<file path="config.mk">
export PLATFORM = sky130hd
export DESIGN_NAME = uart_rx_fifo
export DESIGN_NICKNAME = d
export VERILOG_FILES = /design/src/rtl/uart_pkg.sv /design/src/rtl/uart_tick_gen.sv /design/src/rtl/uart_rx_fifo.sv
export SDC_FILE = /design/constraint.sdc
export NUM_CORES = 1
export LEC_CHECK = 0
export BUFFER_PORTS_ARGS = -buffer_cell sky130_fd_sc_hd__buf_2
export CAP_MARGIN = 10
export CORE_ASPECT_RATIO = 1.2
export CORE_MARGIN = 4
export CORE_UTILIZATION = 35
export DETAILED_ROUTE_END_ITERATION = 12
export PLACE_DENSITY = 0.47
export RECOVER_POWER = 100
export SYNTH_ARGS = -nofsm -noshare
export SYNTH_HDL_FRONTEND = slang
export SYNTH_SLANG_ARGS = --single-unit
</file>
<file path="constraint.sdc">
create_clock -name clk -period 4.3 [get_ports clk]
set_input_delay 0.86 -clock clk [delete_from_list [all_inputs] [get_ports clk]]
set_output_delay 0.86 -clock clk [all_outputs]
set_load 0.02 [all_outputs]
</file>
<file path="src/rtl/uart_pkg.sv">
// Shared types and width helpers for the oversampling UART receiver.
package uart_pkg;

  typedef enum logic [2:0] {IDLE, START, DATA, PARITY, STOP} rx_state_t;

  // Counter width able to hold 0..n-1; never narrower than one bit.
  function automatic int cnt_w(input int n);
    return (n <= 2) ? 1 : $clog2(n);
  endfunction

endpackage

</file>
<file path="src/rtl/uart_tick_gen.sv">
// Free-running oversample tick: one-clk pulse every CLKS_PER_TICK clocks.
module uart_tick_gen
  import uart_pkg::*;
#(
  parameter int CLKS_PER_TICK = 27
) (
  input  logic clk,
  input  logic rst,
  output logic tick
);

  localparam int W = cnt_w(CLKS_PER_TICK);
  localparam logic [W-1:0] TERM = W'(CLKS_PER_TICK - 1);

  logic [W-1:0] cnt;

  always_ff @(posedge clk) begin
    if (rst)              cnt <= '0;
    else if (cnt == TERM) cnt <= '0;
    else                  cnt <= cnt + 1'b1;
  end

  assign tick = (cnt == TERM);

endmodule

</file>
<file path="src/rtl/uart_rx_fifo.sv">
// Oversampling UART receiver feeding a first-word-fall-through FIFO.
// Optional parity bit enabled by defining UART_RX_PARITY_EN.
module uart_rx_fifo
  import uart_pkg::*;
#(
  parameter int CLKS_PER_TICK = 27,
  parameter int OVERSAMPLE    = 16,
  parameter int DATA_BITS     = 8,
  parameter int FIFO_DEPTH    = 4
) (
  input  logic                          clk,
  input  logic                          rst,
  input  logic                          rxd,
  input  logic                          rd_en,
  output logic [DATA_BITS-1:0]          rd_data,
  output logic                          rd_valid,
  output logic [$clog2(FIFO_DEPTH):0]   fifo_count,
  output logic                          done,
  output logic                          frame_err,
  output logic                          overrun
`ifdef UART_RX_PARITY_EN
  ,
  input  logic                          parity_odd,
  output logic                          parity_err
`endif
);

  localparam int OSW = cnt_w(OVERSAMPLE);
  localparam int BCW = cnt_w(DATA_BITS);
  localparam int AW  = $clog2(FIFO_DEPTH);
  localparam int CW  = AW + 1;
  localparam logic [OSW-1:0] OS_HALF = OSW'(OVERSAMPLE / 2 - 1);
  localparam logic [OSW-1:0] OS_LAST = OSW'(OVERSAMPLE - 1);
  localparam logic [BCW-1:0] BC_LAST = BCW'(DATA_BITS - 1);
  localparam logic [CW-1:0]  FULL_CNT = CW'(FIFO_DEPTH);

  logic rx_meta, rx_s, rx_prev, fall, tick;
  rx_state_t state, state_n;
  logic [OSW-1:0] os_cnt;
  logic [BCW-1:0] bit_cnt;
  logic [DATA_BITS-1:0] shift;
  logic os_clr, bit_clr, bit_shift, stop_sample;
  logic parity_ok, good, full, pop, write;
  logic [DATA_BITS-1:0] mem [FIFO_DEPTH];
  logic [AW-1:0] wr_ptr, rd_ptr;

  uart_tick_gen #(.CLKS_PER_TICK(CLKS_PER_TICK)) u_tick (
    .clk  (clk),
    .rst  (rst),
    .tick (tick)
  );

  // Stage: two-flop synchroniser plus one history flop for edge detect.
  always_ff @(posedge clk) begin
    if (rst) begin
      rx_meta <= 1'b1;
      rx_s    <= 1'b1;
      rx_prev <= 1'b1;
    end else begin
      rx_meta <= rxd;
      rx_s    <= rx_meta;
      rx_prev <= rx_s;
    end
  end

  assign fall = rx_prev & ~rx_s;

  // Stage: frame FSM; every sample point is a tick at a fixed os_cnt value.
  always_ff @(posedge clk) begin
    if (rst) state <= IDLE;
    else     state <= state_n;
  end

`ifdef UART_RX_PARITY_EN
  logic par_sample, par_bit;
`endif

  always_comb begin
    state_n     = state;
    os_clr      = 1'b0;
    bit_clr     = 1'b0;
    bit_shift   = 1'b0;
    stop_sample = 1'b0;
`ifdef UART_RX_PARITY_EN
    par_sample  = 1'b0;
`endif
    case (state)
      IDLE: if (fall) begin
        os_clr  = 1'b1;
        state_n = START;
      end
      START: if (tick && os_cnt == OS_HALF) begin
        os_clr = 1'b1;
        if (rx_s) begin
          state_n = IDLE;
        end else begin
          bit_clr = 1'b1;
          state_n = DATA;
        end
      end
      DATA: if (tick && os_cnt == OS_LAST) begin
        os_clr    = 1'b1;
        bit_shift = 1'b1;
        if (bit_cnt == BC_LAST) begin
`ifdef UART_RX_PARITY_EN
          state_n = PARITY;
`else
          state_n = STOP;
`endif
        end
      end
      PARITY: begin
`ifdef UART_RX_PARITY_EN
        if (tick && os_cnt == OS_LAST) begin
          os_clr     = 1'b1;
          par_sample = 1'b1;
          state_n    = STOP;
        end
`else
        state_n = IDLE;
`endif
      end
      STOP: if (tick && os_cnt == OS_LAST) begin
        os_clr      = 1'b1;
        stop_sample = 1'b1;
        state_n     = IDLE;
      end
      default: state_n = IDLE;
    endcase
  end

  always_ff @(posedge clk) begin
    if (rst) begin
      os_cnt  <= '0;
      bit_cnt <= '0;
    end else begin
      if (os_clr)    os_cnt <= '0;
      else if (tick) os_cnt <= os_cnt + 1'b1;
      if (bit_clr)        bit_cnt <= '0;
      else if (bit_shift) bit_cnt <= bit_cnt + 1'b1;
    end
  end

  always_ff @(posedge clk) begin
    if (bit_shift) shift[bit_cnt] <= rx_s;
  end

`ifdef UART_RX_PARITY_EN
  always_ff @(posedge clk) begin
    if (par_sample) par_bit <= rx_s;
  end
  assign parity_ok = (((^shift) ^ par_bit) == parity_odd);
`else
  assign parity_ok = 1'b1;
`endif

  // Stage: FIFO push/pop; a pop frees the slot a full-FIFO push reuses.
  assign good     = stop_sample & rx_s & parity_ok;
  assign full     = (fifo_count == FULL_CNT);
  assign rd_valid = (fifo_count != '0);
  assign pop      = rd_en & rd_valid;
  assign write    = good & (~full | pop);
  assign rd_data  = rd_valid ? mem[rd_ptr] : '0;

  always_ff @(posedge clk) begin
    if (write) mem[wr_ptr] <= shift;
  end

  always_ff @(posedge clk) begin
    if (rst) begin
      wr_ptr     <= '0;
      rd_ptr     <= '0;
      fifo_count <= '0;
      done       <= 1'b0;
      frame_err  <= 1'b0;
      overrun    <= 1'b0;
    end else begin
      if (write) wr_ptr <= wr_ptr + 1'b1;
      if (pop)   rd_ptr <= rd_ptr + 1'b1;
      if (write && !pop)      fifo_count <= fifo_count + 1'b1;
      else if (pop && !write) fifo_count <= fifo_count - 1'b1;
      done      <= write;
      frame_err <= stop_sample & ~rx_s;
      overrun   <= good & full & ~pop;
    end
  end

`ifdef UART_RX_PARITY_EN
  always_ff @(posedge clk) begin
    if (rst) parity_err <= 1'b0;
    else     parity_err <= stop_sample & rx_s & ~parity_ok;
  end
`endif

endmodule

</file>
==> results of run 1 <==
## layer usage
layer  wire length, um  track usage, %  up-vias
li1                  -               -      842
met1              2350            13.8      793
met2              2370            18.5       21
met3               164            3.69        5
met4                74            4.85        0
met5                 0               0        -
## stage by stage
stage          util, %  std cells
2_1_floorplan        -        220
3_3_place_gp      38.1        342
3_5_place_dp      38.1        342
4_1_cts           40.5        358
5_1_grt           40.2        358
6_report          40.2        358
## report_power, final
| group | switching (mW) | total [mW] | leakage [nW] | internal (mW) |
|---|---|---|---|---|
| Clock | 0.238 | 0.505 | 0.100 | 0.267 |
| Combinational | 0.214 | 0.353 | 0.366 | 0.139 |
| Sequential | 0.0506 | 0.780 | 0.601 | 0.729 |
## layout by cell type (no fill, tap or decap), types with 2 or more instances in the layout
master | synthesis | routed
inv_1 | 6 | 6
nand4bb_1 | 2 | 2
edfxtp_1 | 40 | 40
nor2b_1 | 2 | 2
o21ai_0 | 2 | 2
clkinv_2 | 0 | 3
buf_2 | 1 | 2
nand4_1 | 2 | 2
clkbuf_8 | 0 | 9
clkinv_4 | 0 | 2
clkbuf_1 | 7 | 17
nor4b_1 | 3 | 3
nor3_1 | 9 | 9
nand2b_1 | 4 | 4
nand3_1 | 4 | 4
mux4_2 | 8 | 8
or2_1 | 2 | 2
mux2i_1 | 2 | 2
xor2_1 | 8 | 8
xnor2_1 | 3 | 3
o31ai_1 | 2 | 2
or3_1 | 5 | 5
ha_1 | 10 | 10
nor2_1 | 22 | 22
a21oi_1 | 5 | 5
dfxtp_1 | 30 | 30
and2_1 | 12 | 8
and2_0 | 0 | 4
nand2_1 | 9 | 9
## state kept, by name (all words and copies together) (netlist names), named ones only
signal and count:
rx_s 1, shift 8, mem 32, wr_ptr 2, bit_cnt 3, os_cnt 4, overrun 1, u_tick.cnt 5
rx_meta 1, fifo_count 3, state 3, frame_err 1, done 1, rd_ptr 2, rx_prev 1
## critical path: stages, from the launching register on
cell and delay [ns]:
dfxtp_1 0.55, or3b_4 0.45, nor4_4 0.47, ha_1 0.28, inv_1 0.06, fa_1 0.37
xor2_1 0.15, or3_1 0.30, a21oi_1 0.14
## how the worst max path moves through the flow
stage          slack [ns]                         end                      from  cells after the start
2_1_floorplan        1.72  fifo_count[2]$_SDFFE_PP0P_                     rd_en                      8
3_3_place_gp         1.48  fifo_count[2]$_SDFFE_PP0P_                     rd_en                      9
4_1_cts              1.44  fifo_count[2]$_SDFFE_PP0P_  u_tick.cnt[0]$_SDFF_PP0_                     10
6_report             1.45  fifo_count[2]$_SDFFE_PP0P_     state[2]$_SDFFE_PP0P_                      8
5_1_grt              1.24  fifo_count[2]$_SDFFE_PP0P_  u_tick.cnt[0]$_SDFF_PP0_                     10
3_5_place_dp         1.44  fifo_count[2]$_SDFFE_PP0P_                     rd_en                      9
## cells by family (layout without fill, tap and decap cells)
group | after synthesis | count (layout) | synth area share [%]
AOI/OAI and AO/OA | 17 | 17 | 4.06
DFF | 70 | 70 | 61.6
adders and majority gates | 12 | 12 | 5.30
muxes | 10 | 10 | 6.84
xor gates and xnor gates | 11 | 11 | 3.29
buffers and inverters | 16 | 40 | 2.48
and+or+nand+nor | 84 | 84 | 16.4
## area by class of cell
type | instances | area share [%]
tap | 114 | 4.35
sequential | 70 | 55.0
inverter | 6 | 0.687
timing repair buffer | 18 | 2.14
multi-input combinational | 134 | 32.0
clock inverter | 6 | 1.91
clock buffer | 10 | 3.89
==> out/metrics.cfg, run 1 <==
[timing]
fmax_mhz=351
finalHoldViolations=0
fin_crit_ns=2.85
min_period_over_period_pct=66.2
worst_pin_slew_ns=0.929
rsz0062_at_grt=false
skew_ns=0.00842
setup_slack_ns=1.45
whs_ns=0.412
tns_ns=0
setup_viol=0
slew_headroom_pct=38.1
maxSlewViolCount=0

[global_route]
grt-ovfl-total=0
grt_pass1_vias=1716
grt_start_max_net_pins=23
grt_pass1_wl_um=8510
antenna_found_initial=0
grtUsageTotal_pct=11.3

[worst_hold_path]
whs_endpoint=rx_s$_SDFF_PP1_
hold_path_class=flop to flop
worstHoldPathCells=1
hp-start=rx_meta$_SDFF_PP1_

[final_layout]
stdcell_area_um2=3280
register_area_um2=1800
multi_input_area_um2=1050
diodes=0
fillers=803
drive_above_1_share_pct=11.5
area_delta_synth_final_pct=12.0
final_nets=254

[detailed_routing]
avgRoutedWirePerCell_um=13.8
drc_errors=0
firstDrtPassIters=4
vias_per_cell=4.64
wl_um=4960
drt_iter0_markers=100
postRouteAntennaNets=0
vias=1661

[worst_setup_path]
r2r_slack_ns=1.45
r2r_start=state[2]$_SDFFE_PP0P_
reg2reg_to=fifo_count[2]$_SDFFE_PP0P_
cp_max_fo=12
ff2ff_path_depth=8
arrival_ns=3.10
cp_data_required_time_ns=4.56
end_kind=flop
critPathLaunchType=flop
crit_type=flop to flop

[floorplanning]
core_um2=8150
fp.dieH_um=108
start_util_pct=35.9
dieWidth_um=91.5
die-area_um2=9890
rows=36
ios=19

[run]
maxCapViolCount=0

[synth]
yosysSeqAreaShare_pct=61.6
synthCells=220
synth_edf_count=40
synth_seq_cells=70
synth.most_common_cell=edfxtp_1
synth.top_cell.area_share_pct=41.1
synth.distinct_cells=45
yosys_warnings=0
syn_area_per_cell_um2=13.3
synth_top_area_cell=edfxtp_1
synthArstFlopShare_pct=0
ys.flop_type=edfxtp_1
synth_fp_nets=235
synthTopCellsByCount=edfxtp_1, dfxtp_1, nor2_1
yosys-top-cells-area=edfxtp_1, dfxtp_1, mux4_2, ha_1, nor2_1
netlist_area_um2=2930

[cts]
cts_hold_buf=0
cts_sinks=70
post_cts_resized=0
path_clk_slew_ns=0.07
cts_root_buf=clkbuf_8
numCtsBuffers=9
clock_path_buffers=2
htreeDepth=3
clk_latency_ns=0.33
tritoncts=done
cts_setup_buffers=0

[pwr]
p_leak_nw=1.07
powerDensity_nw_per_um2=500
vdd_drop_max_v=0.000192
power_mw=1.64

[placement]
place_ws_ns=1.44
placed_cell_area_um2=3110
place_hpwl_um=3340
gp_congestion=0.740
port_buffers=18

[run_status]
status=finished, final reports clean

No activity file was read; power rests on OpenSTA's default activity.
==> run 2: changes to the inputs <==
==> constraint.sdc (replaced) <==
create_clock -name clk -period 2.72 [get_ports clk]
set_input_delay 0.544 -clock clk [delete_from_list [all_inputs] [get_ports clk]]
set_output_delay 0.544 -clock clk [all_outputs]
set_load 0.02 [all_outputs]
==> run 2 against run 1 <==
Total power up 63%. Largest power group unchanged. Clock skew is 0.0046 ns lower. Register-to-register slack got worse by 1.2 ns. Highest routed layer unchanged. First-iteration DRC count fell by 25%. Largest cell class unchanged.
==> out/metrics.cfg, run 2 (synthesis results as in run 1) <==
[run_status]
status=finished, final reports clean  ; unchanged

[placement]
place_ws_ns=0.198  ; was 1.44 ns
port_buffers=18  ; unchanged
place_hpwl_um=3450  ; was 3340 um
gp_congestion=0.732  ; was 0.740
placed_cell_area_um2=3180  ; was 3110 um2
placed_cells=351  ; was 342

[worst_hold_path]
hold_path_class=input port to flop  ; was flop to flop

[worst_setup_path]
slowest_delay_ns=0.37  ; was 0.55 ns
end_kind=flop  ; unchanged
cp_max_fo=4  ; was 12
cp_slowest_cell=nor4_4  ; was dfxtp_1
arrival_ns=2.75  ; was 3.10 ns
path_delay_family=simple AND/OR/NAND/NOR gates  ; unchanged
critPathLaunchType=flop  ; unchanged
critPathBufInv=2  ; was 1
cp_data_required_time_ns=2.98  ; was 4.56 ns
worstPathCellList=inv_1 > ha_1 > nand4b_1 > nor4_4 > ha_1 > inv_1 > fa_1 > xor2_1 > or3_1 > a21oi_1  ; was or3b_4 > nor4_4 > ha_1 > inv_1 > fa_1 > xor2_1 > or3_1 > a21oi_1
crit_type=flop to flop  ; unchanged

[final_layout]
top_register=mem  ; unchanged
final_nets=263  ; was 254
final_cells=367  ; was 358
diodes=0  ; unchanged
stdcell_area_um2=3350  ; was 3280 um2
largest_register_ffs=32  ; unchanged
area_delta_synth_final_pct=14.5  ; was 12.0%
reg_top3=mem: 32 flops, shift: 8 flops, u_tick.cnt: 5 flops  ; unchanged
drive_above_1_share_pct=14.2  ; was 11.5%
final_cell_mix=edfxtp_1, dfxtp_1, nor2_1  ; unchanged
final_util_pct=41.1  ; was 40.2%
final_common_cell=edfxtp_1  ; unchanged

[cts]
cts_sinks=70  ; unchanged
cts_hold_buf=0  ; unchanged
cts_setup_buffers=0  ; unchanged
path_clk_slew_ns=0.07  ; about the same
clock_path_buffers=2  ; unchanged
numCtsBuffers=9  ; unchanged
clk_latency_ns=0.33  ; about the same
tritoncts=done  ; unchanged
cts_root_buf=clkbuf_8  ; unchanged
post_cts_resized=0  ; unchanged
htreeDepth=3  ; unchanged

[timing]
rsz0062_at_grt=false  ; unchanged
maxSlewViolCount=0  ; unchanged
whs_ns=0.383  ; was 0.412 ns
fin_crit_ns=2.49  ; was 2.85 ns
worst_pin_slew_ns=0.882  ; was 0.929 ns
skew_ns=0.00383  ; was 0.00842 ns
setup_slack_ns=0.226  ; was 1.45 ns
tns_ns=0  ; unchanged
setup_viol=0  ; unchanged
slew_headroom_pct=41.2  ; was 38.1%
min_period_over_period_pct=91.7  ; was 66.2%
finalHoldViolations=0  ; unchanged
fmax_mhz=401  ; was 351 MHz

[pwr]
power_mw=2.68  ; was 1.64 mW
vdd_drop_max_v=0.000302  ; was 0.000192 V
powerDensity_nw_per_um2=799  ; was 500 nW/um2
p_leak_nw=1.11  ; was 1.07 nW

[detailed_routing]
vias_per_cell=4.67  ; was 4.64
drc_errors=0  ; unchanged
drt_iter0_markers=75  ; was 100
firstDrtPassIters=4  ; unchanged
avgRoutedWirePerCell_um=13.6  ; was 13.8 um
postRouteAntennaNets=0  ; unchanged
wl_um=5000  ; was 4960 um
vias=1715  ; was 1661

[global_route]
grt_pass1_vias=1758  ; was 1716
antenna_found_initial=0  ; unchanged
grtUsageTotal_pct=11.5  ; was 11.3%
grt-ovfl-total=0  ; unchanged
grt_pass1_wl_um=8760  ; was 8510 um
grt_start_max_net_pins=23  ; unchanged

[floorplanning]
dieWidth_um=91.5  ; unchanged
ios=19  ; unchanged
start_util_pct=35.9  ; unchanged
rows=36  ; unchanged
die-area_um2=9890  ; unchanged
core_um2=8150  ; unchanged
fp.dieH_um=108  ; unchanged

[run]
maxCapViolCount=0  ; unchanged

[run 2: changes by cell type in the layout (fill, tap and decap cells not counted)]
cell	previous run	this run
and2_0	4	6
clkbuf_8	9	11
and2_1	8	6
clkbuf_1	17	18
buf_4	0	4
clkinv_2	3	2
buf_2	2	5
[run 2: final timing paths]
kind,from,endpoint,cells past startpoint,slack (ns)
worst max-delay path,u_tick.cnt[0]$_SDFF_PP0_,fifo_count[2]$_SDFFE_PP0P_,10,0.23
worst min-delay path,rxd,rx_meta$_SDFF_PP1_,2,0.38
worst max register to register,u_tick.cnt[0]$_SDFF_PP0_,fifo_count[2]$_SDFFE_PP0P_,10,0.23
worst min register to register,rx_meta$_SDFF_PP1_,rx_s$_SDFF_PP1_,1,0.41
[run 2: report_power, final]
| part | switching [mW] | internal (mW) | total (mW) |
|---|---|---|---|
| clock | 0.384 | 0.474 | 0.858 |
| combinational | 0.374 | 0.245 | 0.619 |
| sequential | 0.0459 | 1.15 | 1.20 |
| total | 0.804 | 1.87 | 2.68 |
[run 2: routing by layer]
| layer | GRT usage, % | routed length, um | up-vias |
|---|---|---|---|
| met4 | 6.14 | 112 | 0 |
| met3 | 2.71 | 145 | 10 |
| met1 | 13.6 | 2320 | 815 |
| met2 | 19.5 | 2430 | 24 |
| li1 | - | - | 866 |
| met5 | 0 | 0 | - |
[run 2: worst register-to-register path: cells and delay by family, from the launching register on]
kind,cells,cell delay [ns]
XOR/XNOR,1,0.16
adder cells (fa/ha/maj),3,0.74
AO/OA/AOI/OAI,1,0.14
AND/OR/NAND/NOR,3,0.94
flip-flops,1,0.33
buffers and inverters,2,0.12
[run 2: area by class of cell]
cell class | count | area [um2]
multi-input cells | 134 | 1050
fillers | 788 | 4800
repair buffers | 27 | 123
well taps | 114 | 143
clock inverters | 5 | 57.6
flip-flops and latches | 70 | 1800
clock buffers | 11 | 151
inverters | 6 | 22.5
==> run 3: changes to the inputs <==
--- a/config.mk
+++ b/config.mk
@@ -5,6 +5,7 @@
 export SDC_FILE = /design/constraint.sdc
 export NUM_CORES = 1
 export LEC_CHECK = 0
+export ABC_AREA = 1
 export BUFFER_PORTS_ARGS = -buffer_cell sky130_fd_sc_hd__buf_2
 export CAP_MARGIN = 10
 export CORE_ASPECT_RATIO = 1.2
==> run 3 against run 2 <==
Final cell count grew 21%. Synthesized cell count is 33% higher. Die area rose by 0.63%. Total power decreased by 3.0%. Sequential power about the same. Global-route usage up 0.36 points. Critical path type is now flop to primary output.
==> out/metrics.cfg, run 3 <==
[synth]
yosys-mux-area-fraction_pct=0  ; was 6.84%
synth.most_common_cell=nor2_1  ; was edfxtp_1
synthXorXnorAreaFrac_pct=1.49  ; was 3.29%
synth_fp_nets=308  ; was 235
synth_edf_count=40  ; unchanged
synth.top_cell.area_share_pct=40.8  ; was 41.1%
yosys-top-cells-area=edfxtp_1, dfxtp_1, nor2_1, inv_1, ha_1  ; was edfxtp_1, dfxtp_1, mux4_2, ha_1, nor2_1
syn_area_per_cell_um2=10.1  ; was 13.3 um2
netlist_area_um2=2950  ; was 2930 um2
synth_compound_area_share_pct=7.82  ; was 4.06%
ys.flop_type=edfxtp_1  ; unchanged
synth_top_area_cell=edfxtp_1  ; unchanged
yosys_warnings=0  ; unchanged
synth.distinct_cells=24  ; was 45
synthAdderAreaFrac_pct=4.93  ; was 5.30%
synthCells=293  ; was 220
yosysSeqAreaShare_pct=61.2  ; was 61.6%
synth_seq_cells=70  ; unchanged
synthTopCellsByCount=nor2_1, edfxtp_1, inv_1  ; was edfxtp_1, dfxtp_1, nor2_1
synthSimpleGateAreaFrac_pct=19.3  ; was 16.4%
synth_top_family_by_area=simple AND/OR/NAND/NOR gates  ; unchanged
synthArstFlopShare_pct=0  ; unchanged

[pwr]
powerDensity_nw_per_um2=770  ; was 799 nW/um2
vdd_drop_max_v=0.000292  ; was 0.000302 V
p_leak_nw=1.29  ; was 1.11 nW

[final_layout]
final_nets=339  ; was 263
area_delta_synth_final_pct=14.5  ; about the same
diodes=0  ; unchanged
final_cell_mix=nor2_1, edfxtp_1, inv_1  ; was edfxtp_1, dfxtp_1, nor2_1
top_register=mem  ; unchanged
reg_top3=mem: 32 flops, shift: 8 flops, u_tick.cnt: 5 flops  ; unchanged
final_common_cell=nor2_1  ; was edfxtp_1
drive_above_1_share_pct=10.9  ; was 14.2%
largest_register_ffs=32  ; unchanged
stdcell_area_um2=3370  ; was 3350 um2

[floorplanning]
fp.dieH_um=108  ; about the same
rows=36  ; unchanged
dieWidth_um=91.7  ; was 91.5 um
core_um2=8150  ; unchanged
ios=19  ; unchanged
start_util_pct=36.1  ; was 35.9%
die-area_um2=9950  ; was 9890 um2

[timing]
fin_crit_ns=2.44  ; was 2.49 ns
maxSlewViolCount=0  ; unchanged
slew_headroom_pct=59.4  ; was 41.2%
worst_pin_slew_ns=0.609  ; was 0.882 ns
setup_slack_ns=0.279  ; was 0.226 ns
skew_ns=0.00807  ; was 0.00383 ns
fmax_mhz=410  ; was 401 MHz
finalHoldViolations=0  ; unchanged
setup_viol=0  ; unchanged
min_period_over_period_pct=89.7  ; was 91.7%
whs_ns=0.382  ; was 0.383 ns
rsz0062_at_grt=false  ; unchanged
tns_ns=0  ; unchanged

[cts]
cts_sinks=70  ; unchanged
cts_setup_buffers=0  ; unchanged
numCtsBuffers=9  ; unchanged
cts_root_buf=clkbuf_8  ; unchanged
clk_latency_ns=0.35  ; was 0.33 ns
path_clk_slew_ns=0.08  ; was 0.07 ns
post_cts_resized=0  ; unchanged
clock_path_buffers=2  ; unchanged
tritoncts=done  ; unchanged
cts_hold_buf=0  ; unchanged
htreeDepth=3  ; unchanged

[worst_setup_path]
critPathLaunchType=flop  ; unchanged
end_kind=primary output  ; was flop
r2r_start=u_tick.cnt[0]$_SDFF_PP0_  ; unchanged
cp_max_fo=16  ; was 4
cp_data_required_time_ns=2.18  ; was 2.98 ns
arrival_ns=1.90  ; was 2.75 ns
crit_type=flop to primary output  ; was flop to flop

[worst_hold_path]
hold_path_class=input port to flop  ; unchanged
hp-start=rxd  ; unchanged

[detailed_routing]
firstDrtPassIters=4  ; unchanged
drt_iter0_markers=59  ; was 75
postRouteAntennaNets=0  ; unchanged
avgRoutedWirePerCell_um=11.7  ; was 13.6 um
wl_um=5200  ; was 5000 um
vias=1974  ; was 1715
drc_errors=0  ; unchanged
vias_per_cell=4.46  ; was 4.67

[global_route]
grt_start_max_net_pins=17  ; was 23
grtUsageTotal_pct=11.9  ; was 11.5%
grt_pass1_vias=1997  ; was 1758
grt-ovfl-total=0  ; unchanged
antenna_found_initial=0  ; unchanged
grt_pass1_wl_um=9090  ; was 8760 um

[placement]
placed_cell_area_um2=3210  ; was 3180 um2
gp_congestion=0.818  ; was 0.732
place_hpwl_um=3660  ; was 3450 um
port_buffers=18  ; unchanged
place_ws_ns=0.317  ; was 0.198 ns

[run]
maxCapViolCount=0  ; unchanged

[run_status]
status=finished, final reports clean  ; unchanged

## run 3: report_power, final
part	leakage (nW)	internal (mW)	switching, mW
Combinational	0.592	0.172	0.358
Clock	0.0929	0.433	0.420
Sequential	0.602	1.15	0.0653
## run 3: per-stage QoR
step                util [%]  cells  power (mW)
global placement        39.4    427        1.79
floorplan                  -    293        1.61
finish                  41.4    443        2.60
CTS                     41.9    443        2.65
global route            41.4    443        2.76
detailed placement      39.4    427        1.79
## run 3: critical path, cell delays in order (launching register included)
cell and delay [ns]:
dfxtp_1 0.65, inv_1 0.36, o21ai_0 0.26, a21oi_1 0.11, clkbuf_1 0.18
## run 3: worst paths after layout
path / end / slack, ns / cells after the start
worst max-delay path: rd_data[4] / 0.28 / 4
worst max register to register: fifo_count[2]$_SDFFE_PP0P_ / 0.35 / 15
worst min register to register: rx_s$_SDFF_PP1_ / 0.42 / 1
worst min-delay path: rx_meta$_SDFF_PP1_ / 0.38 / 2
## run 3: area by class of cell
cell class              count  area (um2)
inverters                  36         135
flip-flops and latches     70        1800
clock inverters             7        78.8
clock buffers               9         124
multi-input cells         182         977
repair buffers             25         113
well taps                 114         143
fillers                   816        4780
## run 3: cell families after synthesis
family,Yosys count
fa+ha+maj,11
flops,70
xor+xnor,5
simple gates,120
buf+inv,41
compound gates,46
## run 3: per-layer routing
metal | vias to the layer above | part of all wire [%] | track usage, %
li1 | 1040 | - | -
met1 | 905 | 43 | 12.9
met2 | 21 | 52 | 21.6
met3 | 8 | 2.7 | 2.51
met4 | 0 | 2.6 | 6.37
met5 | - | 0 | 0
